**src/rtl/uart_traffic_ctrl.sv**
```systemverilog
// Purpose: drives the uart core TX/RX handshake in idle, pattern, echo and line-echo modes.
// Latency: every output is a flop; an RX byte sampled at edge N is acked/echoed during cycle N+1.
// Backpressure: TX waits for tx_free, and at most one TX and one RX strobe are issued every two cycles.
module uart_traffic_ctrl #(
  parameter int PERIOD_CYCLES = 4194304,
  parameter int CHAR_BASE     = 65,
  parameter int CHAR_COUNT    = 16,
  parameter int LINE_DEPTH    = 16
) (
  input  logic       clk,
  input  logic       rst,
  input  logic [1:0] mode,
  input  logic       tx_free,
  output logic [7:0] tx_data,
  output logic       tx_data_valid,
  input  logic       rx_available,
  input  logic [7:0] rx_data,
  output logic       rx_data_ack,
  output logic [7:0] drop_cnt,
  output logic       replaying
);

  localparam int CW = (PERIOD_CYCLES > 1) ? $clog2(PERIOD_CYCLES) : 1;
  localparam int IW = (CHAR_COUNT > 1) ? $clog2(CHAR_COUNT) : 1;
  localparam int AW = $clog2(LINE_DEPTH);
  localparam int LW = AW + 1;

  typedef enum logic {
    S_RUN    = 1'b0,
    S_REPLAY = 1'b1
  } state_t;

  state_t          state_q, state_d;
  logic [CW-1:0]   cnt_q, cnt_d;
  logic [IW-1:0]   idx_q, idx_d;
  logic [AW-1:0]   wr_ptr_q, wr_ptr_d;
  logic [AW-1:0]   rd_ptr_q, rd_ptr_d;
  logic [LW-1:0]   len_q, len_d;
  logic [7:0]      line_buf [LINE_DEPTH];

  logic            tx_ok;
  logic            rx_ok;
  logic            send;
  logic [7:0]      send_dat;
  logic            ack;
  logic            drop;
  logic            wr_en;

  // The strobe registers double as the one-cycle cooldown after each pulse.
  assign tx_ok = tx_free & ~tx_data_valid;
  assign rx_ok = rx_available & ~rx_data_ack;

  assign replaying = (state_q == S_REPLAY);

  // Next-state and strobe decisions for the current mode / replay progress.
  always_comb begin
    state_d  = state_q;
    cnt_d    = cnt_q;
    idx_d    = idx_q;
    wr_ptr_d = wr_ptr_q;
    rd_ptr_d = rd_ptr_q;
    len_d    = len_q;
    send     = 1'b0;
    send_dat = tx_data;
    ack      = 1'b0;
    drop     = 1'b0;
    wr_en    = 1'b0;

    case (state_q)
      S_RUN: begin
        // A partial line is thrown away as soon as we are not collecting.
        if (mode != 2'd3) begin
          wr_ptr_d = '0;
        end
        case (mode)
          2'd1: begin
            if (cnt_q == CW'(PERIOD_CYCLES - 1)) begin
              cnt_d = '0;
              if (tx_ok) begin
                send     = 1'b1;
                send_dat = 8'(CHAR_BASE) + 8'(idx_q);
                idx_d    = (idx_q == IW'(CHAR_COUNT - 1)) ? '0 : idx_q + IW'(1);
              end else begin
                drop = 1'b1;
              end
            end else begin
              cnt_d = cnt_q + CW'(1);
            end
          end
          2'd2: begin
            if (rx_ok) begin
              ack = 1'b1;
              if (tx_ok) begin
                send     = 1'b1;
                send_dat = rx_data;
              end else begin
                drop = 1'b1;
              end
            end
          end
          2'd3: begin
            if (rx_ok) begin
              ack      = 1'b1;
              wr_en    = 1'b1;
              wr_ptr_d = wr_ptr_q + AW'(1);
              if (rx_data == 8'h0D || wr_ptr_q == AW'(LINE_DEPTH - 1)) begin
                state_d  = S_REPLAY;
                len_d    = {1'b0, wr_ptr_q} + LW'(1);
                rd_ptr_d = '0;
              end
            end
          end
          default: ;
        endcase
      end
      S_REPLAY: begin
        if (tx_ok) begin
          send     = 1'b1;
          send_dat = line_buf[rd_ptr_q];
          if ({1'b0, rd_ptr_q} == len_q - LW'(1)) begin
            state_d  = S_RUN;
            wr_ptr_d = '0;
            rd_ptr_d = '0;
          end else begin
            rd_ptr_d = rd_ptr_q + AW'(1);
          end
        end
      end
      default: state_d = S_RUN;
    endcase
  end

  // FSM state register.
  always_ff @(posedge clk or posedge rst) begin
    if (rst) begin
      state_q <= S_RUN;
    end else begin
      state_q <= state_d;
    end
  end

  // Counters, pointers and registered outputs.
  always_ff @(posedge clk or posedge rst) begin
    if (rst) begin
      cnt_q         <= '0;
      idx_q         <= '0;
      wr_ptr_q      <= '0;
      rd_ptr_q      <= '0;
      len_q         <= '0;
      tx_data       <= 8'h00;
      tx_data_valid <= 1'b0;
      rx_data_ack   <= 1'b0;
      drop_cnt      <= 8'h00;
    end else begin
      cnt_q         <= cnt_d;
      idx_q         <= idx_d;
      wr_ptr_q      <= wr_ptr_d;
      rd_ptr_q      <= rd_ptr_d;
      len_q         <= len_d;
      tx_data       <= send_dat;
      tx_data_valid <= send;
      rx_data_ack   <= ack;
      if (drop && drop_cnt != 8'hFF) begin
        drop_cnt <= drop_cnt + 8'd1;
      end
    end
  end

  // Line buffer storage; contents are meaningless after reset so it has none.
  always_ff @(posedge clk) begin
    if (wr_en) begin
      line_buf[wr_ptr_q] <= rx_data;
    end
  end

endmodule

```
**config.mk**
```make
export PLATFORM = sky130hd
export DESIGN_NAME = uart_traffic_ctrl
export DESIGN_NICKNAME = d
export VERILOG_FILES = /design/src/rtl/uart_traffic_ctrl.sv
export SDC_FILE = /design/constraint.sdc
export NUM_CORES = 1
export LEC_CHECK = 0
export CORE_ASPECT_RATIO = 0.75
export CORE_MARGIN = 5
export CORE_UTILIZATION = 65
export DETAILED_ROUTE_END_ITERATION = 7
export GPL_TIMING_DRIVEN = 0
export PLACE_DENSITY = 0.84
export SETUP_SLACK_MARGIN = 0.3
export SKIP_CTS_REPAIR_TIMING = 1
export SLEW_MARGIN = 40
export SYNTH_ARGS = -nofsm -noshare
export SYNTH_HDL_FRONTEND = slang
export SYNTH_SLANG_ARGS = --single-unit
```
**constraint.sdc**
```tcl
create_clock -name clk -period 5.7 [get_ports clk]
set_clock_uncertainty 0.15 [all_clocks]
set_input_delay 1.14 -clock clk [delete_from_list [all_inputs] [get_ports clk]]
set_output_delay 1.14 -clock clk [all_outputs]
set_load 0.05 [all_outputs]
```
======== After elaboration in Yosys (flattened, before gate mapping) ========
Memory sizes are Yosys's and may differ from the RTL's.
Index checks and enable logic that the tools add are counted.
operators by class
  add/sub/neg operators ................... 8
  bitwise operators ....................... 5
  mux-type cells .......................... 44
  eq/ne operators ......................... 20
  reductions and logical operators ........ 9
operators with widths
  kind                     count
  $mux W4                  11
  $mux W8                  5
  $pmux W8 S2              2
  $add A22 B1 Y22 const B  1
  $eq A22 B22 Y1 const B   1
  $mux W22                 1
  $mux W1                  19
  $pmux W4 S2              2
  $add A4 B1 Y4 const B    3
  $ne A3 B3 Y1 const B     4
  $reduce_and A4 Y1        3
  $add A7 B4 Y8 const A    1
  $add A8 B1 Y8 const B    1
  $eq A4 B4 Y1 const B     2
  $eq A8 B4 Y1 const B     1
  $ne A8 B8 Y1 const B     1
  $pmux W1 S2              4
  $ne A2 B1 Y1 const B     3
  $ne A2 B2 Y1 const B     3
  $reduce_and A6 Y1        1
  $add A4 B1 Y5 const B    1
  $eq A4 B5 Y1             1
  $sub A5 B1 Y5 const B    1
  $eq A2 B2 Y1 const B     2
  other kinds (8)          12
storage, ports and cells
  memories ................................ 1
  RAM bits ................................ 128
  bits in registers ....................... 58
  input port bits ......................... 14
  logic and storage cells ................. 97
memories
  memory    words  width  read ports  clocked after memory_dff  write ports  line  source
  line_buf  16     8      1           0                         1            39    logic [7:0] line_buf [LINE_DEPTH];

======== Longest topological paths before layout ========
Gate-level depths: netlist of run 1.
  depth after elaboration ................. 7
  mapped depth ............................ 9
  mapped depth without buffers ............ 7

======== Least setup slack after synthesis of run 1 ========
OpenSTA, ideal clock, no wires.
  kind .................................... input port to flip-flop
  from .................................... in mode[0]
  to ...................................... mem line_buf[0][0], enable pin
  stages on the path ...................... 4
  setup slack ............................. 2.677 ns
  arrival ................................. 2.478 ns
  setup time .............................. 0.395 ns
  path buffers ............................ 0
  data required time ...................... 5.155 ns
  path through ............................ ha_1 nor2b_1 nand2_1 nor4_1
between the ends
  cells in the longest elaborated chain, start to end .. 5
ends and longest elaborated chain
  element                        line  source
  start, declared                12    input logic [1:0] mode,
  $eq A2 B2 Y1                   75    case (mode)
  $mux W1                        75
  $mux W1                        69    case (state_q)
  $mux W1                        171   if (wr_en) begin
  $mux W1 (implied by the code)  172   line_buf[wr_ptr_q] <= rx_data;
  end, declared                  39
Every way passes these cells.

======== Worst setup path in the final report of run 1 ========
  from .................................... in mode[0]
  to ...................................... mem line_buf[8][6], enable pin
Same word-level chain as after synthesis.

==> summary.md, run 1 <==
| Metric | Value |
|---|---|
| Status | `finished, final reports clean` |
| F_max | `283 MHz` |
| Number of global-route vias before repair | `5,219` |
| Io pins | `33` |
| Setup Viol. Count Final | `0` |
| Reg-to-Reg End | `tx_data[0]` |
| RSZ-0062 raised after global routing | `false` |
| DRC viols | `0` |
| Placement Rows | `35` |
| CTS tree | `done` |
| PD cells | `340 mW/mm^2` |
| Slew @ Worst Pin | `0.886 ns` |
| Final Util | `76.8%` |
| First-pass GRT wire length | `29.9 mm` |
| Net Count, Synth | `586` |
| Crit path DAT | `3.47 ns` |
| Dpl ws | `1.61 ns` |
| Synth top area share | `46.8%` |
| Leakage Power | `3.44 nW` |
| WP depth | `6` |
| Post-synth ARST share | `31.2%` |
| Worst setup path category | `in -> reg` |
| Longest Clk Path Bufs | `2` |
| Crit path launch | `mode[0]` |
| Initial DRC Count | `779` |
| R2R depth | `7` |
| Die Ht | `107 microns` |
| Die X | `140 microns` |
| Fill cells | `703` |
| Largest net degree at the start of global routing | `40` |
| Most common cell in the netlist | `edfxtp_1` |
| Synth Area in Compound Gates | `6.33%` |
| Slowest cell on the critical path | `nor3b_1` |
| Vias per cell | `6.52` |
| Nature of the critical path startpoint | `input pin` |
| CTS buffer count | `17` |
| Routed Antenna Nets | `0` |
| Clk Latency, worst-skew pair | `0.43 ns` |
| Clock transition at path regs | `0.07 ns` |
| Worst vdd ir | `0.222 mV` |
| Cell breakdown of the critical path | `clkdlybuf4s50_1 > ha_1 > nor2b_1 > nand2_1 > nor3b_1 > and2_1` |
| Fin nets | `645` |
| Worst rel slew slack | `40.7%` |
| Crit path capture | `line_buf[8][6]` |
| Routed WL | `19.1 mm` |
| Detail Placement HPWL | `12.3 mm` |
| Hold_sp | `cnt_q[18]` |
| Final worst-path cycle share | `62.1%` |
| Core Box Area | `0.0123 sq mm` |
| Wire per inst | `23.9 microns` |
| Overflow after GRT | `0` |
| Final Hold Viols | `0` |
| YS warnings | `0` |
| Inst Count DP | `766` |
| Seq/Total Area, Yosys | `64.5%` |
| Crit-path max FO | `8` |
| Area leader, netlist | `edfxtp_1` |
| Post-synthesis adder-cell area fraction | `1.83%` |
| Max incr delay on CP | `0.54 ns` |
| Mux cell area share after synthesis | `11.8%` |
| Initial Util | `66.7%` |
| CP Buf/Inv Count | `1` |
| Fin. max-slew vios | `0` |
| Worst setup EP type | `register` |
| Area contributors post-synth | `edfxtp_1, dfrtp_1, mux4_2` |
| Post-synthesis cell area | `0.00821 sq mm` |
| Top post-synthesis cells by count | `edfxtp_1, dfrtp_1, nand2_1, nor2_1, o21ai_0` |
| Setup TNS | `0 ns` |
| CP delay by family, top | `simple AND/OR/NAND/NOR gates` |
| Main combinational cell family by area after synthesis | `multiplexers` |
| Gr usage total | `26.6%` |
| Final min period | `3.54 ns` |
| CP required | `5.63 ns` |
| PortBufs | `32` |
| Root Buffer | `clkbuf_16` |
| Synthesis-stage register bit count | `186` |
| R2r startpoint | `rd_ptr_q[1]` |
| Post-synth EDFFs | `128` |
| Vias | `5,205` |
| Cell variety after synth | `56` |
| Simple-Gate Fraction of Synth Area | `9.45%` |
| Post-Syn Area per Cell | `14.7 sq um` |
| Diode count | `0` |
| Layout cell share with drive strength beyond 1 | `17.9%` |
| Area Growth Syn to Fin | `15.1%` |
| Post-Synth XOR/XNOR Area | `3.73%` |
| HP Class | `reg -> reg` |
| Clock Sinks | `186` |
| Fin cells | `798` |
| Drt pass-1 iters | `5` |
| RD Place Congestion | `0.878` |
| Full die area | `0.0150 sq mm` |
| FF-to-FF setup slack | `2.83 ns` |
| Final worst slack | `2.16 ns` |
| Predominant post-synthesis flop cell | `edfxtp_1` |
| H-Tree Depth | `4` |
| Syn Inst Count | `560` |
| MaxCap Viol Count | `0` |
| Antenna violations before repair | `0` |
==> sequential cells by signal (all words and copies together) (netlist names) <==
signal	count
line_buf	128
cnt_q	22
drop_cnt	8
tx_data	8
len_q	5
idx_q	4
rd_ptr_q	4
wr_ptr_q	4
replaying	1
rx_data_ack	1
tx_data_valid	1
==> cell families after synthesis <==
logic type      Yosys count
buf+inv                  46
xor+xnor                 35
flops                   186
simple gates            143
mux                      61
compound gates           77
fa+ha+maj                12
==> per-stage QoR <==
stage	instance area [sq um]	hold slack (ns)	power [mW]
floorplan	8210	0.303	1.88
global placement	8740	0.316	2.02
detailed placement	8840	0.338	2.05
CTS	9420	0.345	3.20
global route	9450	0.358	3.32
finish	9450	0.340	3.21
==> layer usage <==
metal	vias to the layer above	global-route usage, %	part of all wire (%)
met1	2555	37.4	39
li1	2255	-	-
met5	-	0	0
met4	0	8.92	3.0
met2	340	42.0	48
met3	55	5.77	10
==> cells in the final DEF (no fill, tap or decap), drive strengths merged, types with 7 or more instances in the layout <==
| cell type | n |
|---|---|
| a21oi | 8 |
| buf | 18 |
| clkbuf | 31 |
| clkdlybuf4s50 | 32 |
| dfrtp | 58 |
| edfxtp | 128 |
| ha | 12 |
| inv | 32 |
| mux2 | 20 |
| mux2i | 15 |
| mux4 | 26 |
| nand2 | 36 |
| nand2b | 8 |
| nand3 | 16 |
| nand4 | 7 |
| nor2 | 27 |
| nor2b | 7 |
| nor3 | 12 |
| o21ai | 27 |
| o221ai | 7 |
| o22ai | 8 |
| xnor2 | 21 |
| xor2 | 14 |
==> worst min path at each step <==
stage / cells past startpoint / to / slack [ns]
final: 1 / cnt_q[18] / 0.34
after global routing: 1 / cnt_q[18] / 0.36
after CTS: 1 / cnt_q[18] / 0.34
after detailed placement: 1 / cnt_q[18] / 0.34
after global placement: 1 / cnt_q[18] / 0.32
after floorplan: 1 / cnt_q[18] / 0.30
==> power by group <==
part | internal (mW) | switching [mW] | total (mW)
Combinational | 0.173 | 0.316 | 0.489
Sequential | 1.50 | 0.0608 | 1.56
Clock | 0.591 | 0.569 | 1.16
Total | 2.26 | 0.946 | 3.21
==> area by class of cell <==
| class | count | area (sq um) | share of cell area [%] |
|---|---|---|---|
| Sequential cell | 186 | 5300 | 56.0 |
| Multi-Input combinational cell | 328 | 2800 | 29.6 |
| Clock buffer | 18 | 429 | 4.54 |
| Timing Repair Buffer | 40 | 375 | 3.97 |
| Tap cell | 166 | 208 | 2.20 |
| Clock inverter | 14 | 154 | 1.63 |
| Buffer | 23 | 103 | 1.09 |
| Inverter | 23 | 88.8 | 0.940 |
No activity file was read; power rests on OpenSTA's default activity.
==> run 2, diff against run 1 <==
--- a/config.mk
+++ b/config.mk
@@ -7,10 +7,10 @@
 export LEC_CHECK = 0
 export CORE_ASPECT_RATIO = 0.75
 export CORE_MARGIN = 5
-export CORE_UTILIZATION = 65
+export CORE_UTILIZATION = 61
 export DETAILED_ROUTE_END_ITERATION = 7
 export GPL_TIMING_DRIVEN = 0
-export PLACE_DENSITY = 0.84
+export PLACE_DENSITY = 0.8
 export SETUP_SLACK_MARGIN = 0.3
 export SKIP_CTS_REPAIR_TIMING = 1
 export SLEW_MARGIN = 40
==> constraint.sdc (replaced) <==
create_clock -name clk -period 3.3 [get_ports clk]
set_clock_uncertainty 0.15 [all_clocks]
set_input_delay 0.66 -clock clk [delete_from_list [all_inputs] [get_ports clk]]
set_output_delay 0.66 -clock clk [all_outputs]
set_load 0.05 [all_outputs]
==> run 2 against run 1 <==
Net effect: core utilization shrank 4.8 points; worst setup slack lost 1.8 ns; worst hold slack gained 0.013 ns; cell area shrank 0.12%; combinational power grew 68%; final cell count grew 0.75%; total power grew 70%.
==> summary.md, run 2 (synthesis gave the netlist of run 1 again) <==
| Metric | Value |
|---|---|
| Worst setup EP type | `register` |
| Worst vdd ir | `0.461 mV` |
| Largest register FFs | `128` |
| Area Growth Syn to Fin | `15.0%` |
| CTS tree | `done` |
| Overflow after GRT | `0` |
| Diode count | `0` |
| Drt pass-1 iters | `5` |
| DRC viols | `0` |
| Largest regs | `line_buf x128, cnt_q x22` |
| Final min period | `2.93 ns` |
| Fin nets | `646` |
| Crit-path max FO | `8` |
| Area of the multi-input gates | `0.00280 sq mm` |
| First-pass GRT wire length | `28.7 mm` |
| HP Class | `reg -> reg` |
| Detail Placement HPWL | `12.3 mm` |
| CTS buffer count | `17` |
| Leakage Power | `3.44 nW` |
| Final worst-path cycle share | `88.8%` |
| Core Box Area | `0.0131 sq mm` |
| Final Hold Viols | `0` |
| Commonest non-fill, non-tap cell in the layout | `edfxtp_1` |
| Crit path DAT | `2.83 ns` |
| Full die area | `0.0159 sq mm` |
| Reg area | `0.00530 sq mm` |
| Clk Latency, worst-skew pair | `0.44 ns` |
| PortBufs | `32` |
| Antenna violations before repair | `0` |
| Initial DRC Count | `705` |
| PD cells | `579 mW/mm^2` |
| Root Buffer | `clkbuf_16` |
| Largest net degree at the start of global routing | `40` |
| Initial Util | `62.6%` |
| Final Util | `72.0%` |
| H-Tree Depth | `4` |
| Worst setup path category | `in -> reg` |
| Vias per cell | `6.32` |
| Dpl ws | `-0.0830 ns` |
| MaxCap Viol Count | `0` |
| F_max | `341 MHz` |
| PnR Total Power | `5.46 mW` |
| Clock transition at path regs | `0.07 ns` |
| CP required | `3.20 ns` |
| Clock Sinks | `186` |
| Io pins | `33` |
| Setup Viol. Count Final | `0` |
| FF-to-FF setup slack | `0.51 ns` |
| Longest Clk Path Bufs | `2` |
| Gr usage total | `24.0%` |
| Vias | `5,081` |
| Routed WL | `18.0 mm` |
| Fin. max-slew vios | `0` |
| Routed Antenna Nets | `0` |
| Worst rel slew slack | `38.7%` |
| Slew @ Worst Pin | `0.917 ns` |
| Most frequent cells in the layout | `edfxtp_1, dfrtp_1, nand2_1` |
| RSZ-0062 raised after global routing | `false` |
| Top reg by flops | `line_buf` |
| RD Place Congestion | `0.892` |
| Nature of the critical path startpoint | `input pin` |
| Die Ht | `110 microns` |
| Status | `finished, final reports clean` |
| Die X | `144 microns` |
| Fill cells | `825` |
| Layout cell share with drive strength beyond 1 | `19.0%` |
| Final worst slack | `0.371 ns` |
| Wire per inst | `22.4 microns` |
| Number of global-route vias before repair | `5,075` |
| Placement Rows | `36` |
## run 2: cell types whose count changed in the layout (fill, tap and decap cells not counted), sizes merged
cell	change
clkinv	-1
buf	+1
clkinvlp	+1
## run 2: worst paths after layout
path | from | endpoint | depth (start not counted)
max | mode[0] | line_buf[13][3] | 6
min | cnt_q[18] | cnt_q[18] | 1
max reg2reg | rd_ptr_q[0] | wr_ptr_q[2] | 7
min reg2reg | cnt_q[18] | cnt_q[18] | 1
max in group asynchronous | rst | tx_data[1] | 3
min in group asynchronous | rst | replaying | 2
## run 2: layer usage
metal	vias up	share of wire [%]	track usage [%]	wire length (microns)
li1	2251	-	-	-
met1	2558	44	36.1	7870
met2	239	47	35.9	8500
met3	33	7.2	4.49	1290
met4	0	1.8	7.15	327
met5	-	0	0	0
## run 2: cell type report
cell class | instances | area share (%)
flip-flops and latches | 186 | 56.1
clock inverters | 14 | 1.34
inverters | 23 | 0.941
clock buffers | 18 | 4.55
multi-input cells | 328 | 29.7
well taps | 171 | 2.27
repair buffers | 41 | 4.03
plain buffers | 23 | 1.10
## run 2: per-stage QoR
| stage | area [sq um] | setup TNS (ns) | hold slack (ns) | instances |
|---|---|---|---|---|
| floorplan | 8210 | 0 | 0.303 | 560 |
| CTS | 9410 | 0 | 0.350 | 804 |
| finish | 9440 | 0 | 0.353 | 804 |
| detailed placement | 8860 | -1.70 | 0.337 | 772 |
| global placement | 8740 | -25.18 | 0.318 | 763 |
| global route | 9440 | 0 | 0.367 | 804 |
## run 2: report_power, final
group	switching [mW]	internal, mW
clock	0.947	0.998
sequential	0.107	2.59
combinational	0.522	0.299
total	1.58	3.89
## run 2: critical path, stage by stage
cell and delay, ns:
clkdlybuf4s50_1 0.51, ha_1 0.20, nand2b_1 0.10, nor2_1 0.32, nand3_1 0.25, nor2_1 0.78
==> run 3, diff against run 2 <==
--- a/config.mk
+++ b/config.mk
@@ -8,6 +8,7 @@
 export CORE_ASPECT_RATIO = 0.75
 export CORE_MARGIN = 5
 export CORE_UTILIZATION = 61
+export CTS_CLUSTER_SIZE = 24
 export DETAILED_ROUTE_END_ITERATION = 7
 export GPL_TIMING_DRIVEN = 0
 export PLACE_DENSITY = 0.8
==> results of run 3 <==
The final DEF is identical to that of run 2; final timing and power are the same.
